`src/rtl/memread_addr_gen.sv`:
```
// memread_addr_gen: row-major 2-D tile address walker that feeds an external pipelined row*stride multiplier; optional MEMREAD_ADDR_BOUNDS_EN adds an address-limit clamp
module memread_addr_gen #(
  parameter int MUL_LAT = 3,
  parameter int ADDR_W = 32
) (
  input  logic              clk,
  input  logic              reset,
  input  logic              start,
  input  logic [31:0]       cfg_base,
  input  logic [15:0]       cfg_cols,
  input  logic [13:0]       cfg_rows,
  input  logic [15:0]       cfg_stride,
  output logic              busy,
  output logic              done,
  output logic [13:0]       mul_a,
  output logic [15:0]       mul_b,
  output logic              mul_ce,
  input  logic [29:0]       mul_p,
  output logic [ADDR_W-1:0] addr,
  output logic              addr_valid,
  input  logic              addr_ready
`ifdef MEMREAD_ADDR_BOUNDS_EN
  ,
  input  logic [31:0]       addr_limit,
  output logic              oob_err
`endif
);
  typedef enum logic [1:0] {IDLE, RUN, DRAIN, DONE} state_t;
  state_t state;
  logic [31:0] base;
  logic [15:0] cols, stride, col;
  logic [13:0] rows, row;
  logic sb_v [MUL_LAT];
  logic sb_l [MUL_LAT];
  logic [15:0] sb_c [MUL_LAT];
  logic addr_last, adv, issue, last_beat;
  logic [ADDR_W-1:0] sum, nxt;
  assign adv = ~(addr_valid & ~addr_ready);
  assign mul_ce = adv;
  assign mul_a = row;
  assign mul_b = stride;
  assign issue = (state == RUN) && adv;
  assign last_beat = (row == rows - 14'd1) && (col == cols - 16'd1);
  assign sum = ADDR_W'(base) + ADDR_W'(mul_p) + ADDR_W'(sb_c[MUL_LAT-1]);
`ifdef MEMREAD_ADDR_BOUNDS_EN
  logic clamp;
  assign clamp = sum >= ADDR_W'(addr_limit);
  assign nxt = clamp ? ADDR_W'(addr_limit) - ADDR_W'(1) : sum;
`else
  assign nxt = sum;
`endif
  // control FSM: latches the tile on start and walks row/col one beat per unstalled cycle
  always_ff @(posedge clk or posedge reset) begin
    if (reset) begin
      state <= IDLE;
      busy <= 1'b0;
      done <= 1'b0;
      base <= '0;
      cols <= '0;
      rows <= '0;
      stride <= '0;
      row <= '0;
      col <= '0;
    end else begin
      done <= 1'b0;
      case (state)
        IDLE: if (start) begin
          base <= cfg_base;
          cols <= cfg_cols;
          rows <= cfg_rows;
          stride <= cfg_stride;
          row <= '0;
          col <= '0;
          busy <= 1'b1;
          state <= (cfg_cols == '0 || cfg_rows == '0) ? DONE : RUN;
          done <= (cfg_cols == '0 || cfg_rows == '0);
        end
        RUN: if (adv) begin
          col <= (col == cols - 16'd1) ? '0 : col + 16'd1;
          row <= (col == cols - 16'd1) ? row + 14'd1 : row;
          state <= last_beat ? DRAIN : RUN;
        end
        DRAIN: if (addr_valid && addr_ready && addr_last) begin
          state <= DONE;
          done <= 1'b1;
        end
        DONE: begin
          state <= IDLE;
          busy <= 1'b0;
        end
        default: state <= IDLE;
      endcase
    end
  end
  // sideband shift register aligned with the multiplier latency, plus the output register; all frozen on stall
  always_ff @(posedge clk or posedge reset) begin
    if (reset) begin
      for (int i = 0; i < MUL_LAT; i++) begin
        sb_v[i] <= 1'b0;
        sb_l[i] <= 1'b0;
        sb_c[i] <= '0;
      end
      addr <= '0;
      addr_valid <= 1'b0;
      addr_last <= 1'b0;
`ifdef MEMREAD_ADDR_BOUNDS_EN
      oob_err <= 1'b0;
`endif
    end else begin
`ifdef MEMREAD_ADDR_BOUNDS_EN
      if (state == IDLE && start) oob_err <= 1'b0;
      else if (adv && sb_v[MUL_LAT-1] && clamp) oob_err <= 1'b1;
`endif
      if (adv) begin
        sb_v[0] <= issue;
        sb_l[0] <= issue && last_beat;
        sb_c[0] <= col;
        for (int i = 1; i < MUL_LAT; i++) begin
          sb_v[i] <= sb_v[i-1];
          sb_l[i] <= sb_l[i-1];
          sb_c[i] <= sb_c[i-1];
        end
        addr <= nxt;
        addr_valid <= sb_v[MUL_LAT-1];
        addr_last <= sb_l[MUL_LAT-1];
      end
    end
  end
endmodule

```
`config.mk`:
```
export PLATFORM = sky130hd
export DESIGN_NAME = memread_addr_gen
export DESIGN_NICKNAME = d
export VERILOG_FILES = /design/src/rtl/memread_addr_gen.sv
export SDC_FILE = /design/constraint.sdc
export NUM_CORES = 1
export LEC_CHECK = 0
export BUFFER_PORTS_ARGS = -buffer_cell sky130_fd_sc_hd__buf_2
export CORE_MARGIN = 8
export CORE_UTILIZATION = 45
export CTS_CLUSTER_SIZE = 30
export DETAILED_ROUTE_END_ITERATION = 7
export PLACE_DENSITY = 0.66
export SYNTH_ARGS = -nofsm -noshare
export SYNTH_HDL_FRONTEND = slang
export SYNTH_SLANG_ARGS = --single-unit
```
`constraint.sdc`:
```
create_clock -name clk -period 7.98 [get_ports clk]
set_input_delay 0.798 -clock clk [delete_from_list [all_inputs] [get_ports clk]]
set_output_delay 0.798 -clock clk [all_outputs]
set_load 0.005 [all_outputs]
```
# Yosys cells after proc, flatten, opt, wreduce, memory -nomap -nowiden

Cells that the tools add are included.
Widths: inputs -> output; s select.

Add/subtract/negate cells: 6
Multiply operators: 0
Divide/modulo/power cells: 0
Order comparisons: 0
Eq/ne operators: 9
Shifts and indexed selects: 0
Mux-type cells: 19
Bitwise operators: 3
Reduce and logical (&&, ||, !) cells: 16

Operator list:

| cell                  | number |
|---|---|
| $mux 16               | 3 |
| $mux 14               | 3 |
| $add 32x16->32        | 1 |
| $add 32x30->32        | 1 |
| $pmux 16 s2           | 1 |
| $pmux 14 s2           | 1 |
| $add 16x1->16 const B | 1 |
| $eq 16x16->1          | 1 |
| $logic_not 16->1      | 1 |
| $sub 16x1->16 const B | 1 |
| $add 14x1->14 const B | 1 |
| $eq 14x14->1          | 1 |
| $logic_not 14->1      | 1 |
| $sub 14x1->14 const B | 1 |
| $mux 2                | 5 |
| $pmux 2 s4            | 1 |
| $ne 2x2->1 const B    | 3 |
| $reduce_and 3->1      | 2 |
| $logic_and 1x1->1     | 5 |
| $eq 2x2->1 const B    | 2 |
| $pmux 1 s2            | 2 |
| $reduce_and 2->1      | 2 |
| $reduce_and 4->1      | 1 |
| $reduce_bool 2->1     | 2 |
| other kinds (7)       | 10 |

Register bits: 200
Latch bits: 0
Memory bits (writable): 0
ROM bits: 0
Input bits: 112
Output and inout port bits: 66
Word-level logic and storage cells: 74
Memories kept: 0

# Longest topological paths before layout

Depth after elaboration: 6
Gate-level depth with buffers: 14
Gate-level depth less buffers: 14

# Worst setup path before layout

OpenSTA, ideal clock, no wires.

Kind: input port to flip-flop
Start: input port mul_p[1]
End: register addr[29]
Setup time: 0.137 ns
Data arrival time: 3.513 ns
Required time: 7.843 ns
Path slack: 4.330 ns
Cell stages on the path: 12
Buffers on the path: 0
Path through: fa_1 > ha_1 > fa_1 > a21o_1 > nand3_1 > a211o_1 > nor4bb_1 > o31ai_1 > o211a_1 > a221oi_1 > xor2_1 > a21oi_1

Word-level cells in the longest chain between the ends: 2

RTL lines:

| element              | RTL line | RTL |
|---|---|---|
| from (decl)          | 18       | `input logic [29:0] mul_p,` |
| $add 32x30->32       | 44       | `assign sum = ADDR_W'(base) + ADDR_W'(mul_p) + ADDR_W'(sb_c[MUL_LAT-1]);` |
| $add 32x16->32       | 44       |  |
| to (signal assigned) | 123      | `addr <= nxt;` |
| to (decl)            | 19       | `output logic [ADDR_W-1:0] addr,` |

No other way between the ends.
A chain may end at the register's enable or synchronous reset.

# Final worst setup path

Same ends and word-level chain as after synthesis.

==> impl_metrics.py <==
metrics = {
    "synth": {
        "synth_top_family_by_area": "simple AND/OR/NAND/NOR gates",
        "netlist_area_sq_mm": 0.0109,
        "synth_cell_types": 70,
        "ys_ff_latch": 200,
        "syn_inst": 1247,
        "yosys_warnings": 0,
        "yosys.area_share.xor_xnor_pct": 5.93,
        "synth-simple-area-share_pct": 25.5,
        "syn-num-nets": 1424,
        "synth_flop_cell": "dfrtp_1",
        "yosysSeqAreaShare_pct": 45.8,
        "synth_edf_count": 0,
        "synthArstFlopShare_pct": 100,
        "syn_avg_cell_area_sq_um": 8.76,
        "synth_adder_area_share_pct": 8.61,
        "muxShareOfSynthArea_pct": 0.378,
        "synth-compound-area-share_pct": 11.0,
    },
    "clock_network": {
        "clock-root-buffer": "clkbuf_16",
        "cts_sinks": 200,
        "cts_buffers": 17,
        "cts_tree": "built",
        "cts_htree_levels": 4,
        "clockBufferDepth": 2,
        "post_cts_resized": 0,
        "clk_latency_ns": 0.44,
        "postCtsHoldBufs": 0,
        "cts_setup_buffers": 0,
        "clkTransAtPathRegs_ns": 0.08,
    },
    "detailed_routing": {
        "routed_wl_microns": 27000,
        "drt_iter0_markers": 579,
        "routedWlPerCell_microns": 15.6,
        "vias": 8948,
        "final_antenna_net_count": 0,
        "route.met3.wl_microns": 1830,
        "highest_layer": "met5",
        "drt_first_pass_iters": 5,
        "remaining_drc_errors": 0,
        "vias_per_cell": 5.17,
        "route.met2.wl_microns": 12000,
        "met1_length_microns": 12800,
    },
    "final_layout": {
        "antenna-diode-count": 0,
        "final_cell_area_sq_mm": 0.0127,
        "finalNetCount": 1570,
        "drive_gt1_share_pct": 16.6,
        "area_delta_synth_final_pct": 15.8,
    },
    "die": {
        "start_util_pct": 45.3,
        "die_h_microns": 172,
        "die-area_sq_mm": 0.0295,
        "die_x_microns": 172,
        "coreArea_sq_mm": 0.0241,
        "io_pins": 178,
        "row_count": 57,
    },
    "critical_path": {
        "cp_top_family": "compound AO/OA/AOI/OAI gates",
        "cp_num_buf_inv": 1,
        "start_kind": "input port",
        "crit_type": "in -> reg",
        "cp.required_ns": 8.27,
        "crit_slowest_cell": "nor4bb_1",
        "cp-end-kind": "flop",
        "worst-path-max-fanout": 5,
        "path_common_cell": "fa_1",
        "cpPeakStageDelay_ns": 0.51,
        "path_cells": "buf_2 > fa_1 > ha_1 > fa_1 > a21o_1 > nand3_1 > a211o_1 > nor4bb_1 > o31ai_1 > o211a_1 > a221oi_1 > xor2_1 > a21oi_1",
        "critPathArrivalTime_ns": 4.21,
    },
    "global_routing": {
        "grt_usage_pct": 19.1,
        "grt_pass1_vias": 9137,
        "grt_max_degree": 127,
        "grt_overflow": 0,
        "antenna_found_initial": 2,
        "grt_pass1_wl_microns": 45500,
    },
    "timing": {
        "relSlewSlack_pct": 31.1,
        "hold_viol_final": 0,
        "min_period_ns": 3.92,
        "worst_slew_pin_slew_ns": 1.03,
        "clock_skew_ns": 0.0167,
        "rsz0062_at_grt": "false",
        "setup_tns_ns": 0,
        "drv_slew": 0,
        "setup_violations": 0,
        "fin_ws_ns": 4.06,
        "finalCritPeriodShare_pct": 49.1,
        "max_clock_freq_mhz": 255,
    },
    "power": {
        "finalPower_mw": 3.28,
        "power_density_mw_per_mm2": 259,
        "leakagePower_nw": 6.48,
        "peakVddDrop_v": 0.000123,
    },
    "run": {
        "cap_viol_max_count": 0,
    },
    "placement": {
        "numPortBuffers": 177,
        "gp_congestion": 0.816,
        "post-place-ws_ns": 3.62,
        "placed_cell_area_sq_mm": 0.0121,
        "hpwl_microns": 19500,
    },
    "outcome": {
        "status": "finished clean",
    },
    "hold_path": {
        "hold_class": "reg -> reg",
    },
}
worst paths after layout:
path	start	to	slack, ns	cells past startpoint
max	mul_p[1]	addr[29]	4.06	13
min	sb_v[0]	addr_valid	0.46	1
max reg2reg	cols[0]	col[6]	4.15	11
min reg2reg	sb_v[0]	addr_valid	0.46	1
max in group asynchronous	reset	addr[19]	5.93	3
min in group asynchronous	reset	cols[6]	0.56	2
report_power, final:
group	switching (mW)	total, mW	internal, mW
logic	0.591	1.03	0.437
clock network	0.423	0.870	0.447
registers	0.162	1.38	1.22
total	1.18	3.28	2.10
Yosys cell counts, types with 4 or more instances:
cell,count,area [sq um]
nand2_1,434,1630
a21o_1,22,165
dfrtp_1,200,5000
nor3b_1,4,30.0
nand3_1,21,105
a311oi_1,4,35.0
and3_1,11,68.8
fa_1,17,340
nor4_1,14,87.6
o211ai_1,6,45.0
xnor2_1,47,412
o21ai_0,51,255
o31ai_1,8,60.1
a211oi_1,6,45.0
or3_1,14,87.6
nand4_1,10,62.6
nand2b_1,10,62.6
inv_1,22,82.6
a21oi_1,56,280
nor3_1,21,105
nor2_1,58,218
nor2b_1,5,31.3
ha_1,48,601
a31oi_1,13,81.3
buf_1,4,15.0
xor2_1,27,236
clkbuf_1,49,184
placed cells by master (no fill, tap or decap), types with 3 or more instances in the layout:
cell type / instances
buf_2: 177
and3_1: 11
o21a_1: 3
xor2_1: 27
nand3b_1: 3
xnor2_1: 47
nor4_1: 14
nand3_1: 21
nand4_1: 10
ha_1: 48
o21ai_0: 51
o31ai_1: 8
nand2_1: 434
a21o_1: 22
or3_1: 13
nor3_1: 21
a21oi_1: 56
fa_1: 17
nor2b_1: 4
a211oi_1: 6
dfrtp_1: 200
inv_1: 20
clkbuf_16: 17
nor2_1: 57
o211ai_1: 6
nand4b_1: 3
inv_8: 6
buf_4: 7
o2111ai_1: 3
nor3b_1: 4
nand2b_1: 10
a311oi_1: 4
a31oi_1: 13
mux2i_1: 3
metrics by stage:
stage                     hold WS (ns)  cells  util (%)
after global placement           0.443   1698      50.1
final                            0.463   1730      52.5
after global routing             0.488   1730      52.5
after CTS                        0.471   1730      52.5
after floorplan                  0.430   1247         -
after detailed placement         0.455   1698      50.1
layout make-up:
type | count | area (sq um)
clock buffer | 18 | 429
fill | 2328 | 11400
clock inverter | 14 | 158
sequential | 200 | 5000
timing repair buffer | 184 | 938
inverter | 22 | 90.1
tap | 324 | 405
multi-input combinational | 968 | 5630
cell families (layout without fill, tap and decap cells):
| group | Yosys count | in the layout |
|---|---|---|
| mux | 4 | 4 |
| fa+ha+maj | 65 | 65 |
| xor+xnor | 74 | 74 |
| simple gates | 632 | 632 |
| compound gates | 193 | 193 |
| flops | 200 | 200 |
| buf+inv | 79 | 238 |
sequential cells by signal (all words and copies together), names as in the netlist:
signal	flops
mul_b	16
sb_c	48
addr_last	1
base	32
done	1
sb_l	3
busy	1
addr_valid	1
addr	32
sb_v	3
rows	14
col	16
mul_a	14
state	2
cols	16
routing by layer:
metal  vias to the layer above  GRT usage, %
li1                       4494             -
met1                      4203          26.1
met2                       217          30.2
met3                        30          4.75
met4                         4          4.05
met5                         -             0
No activity file was read; power rests on OpenSTA's default activity.
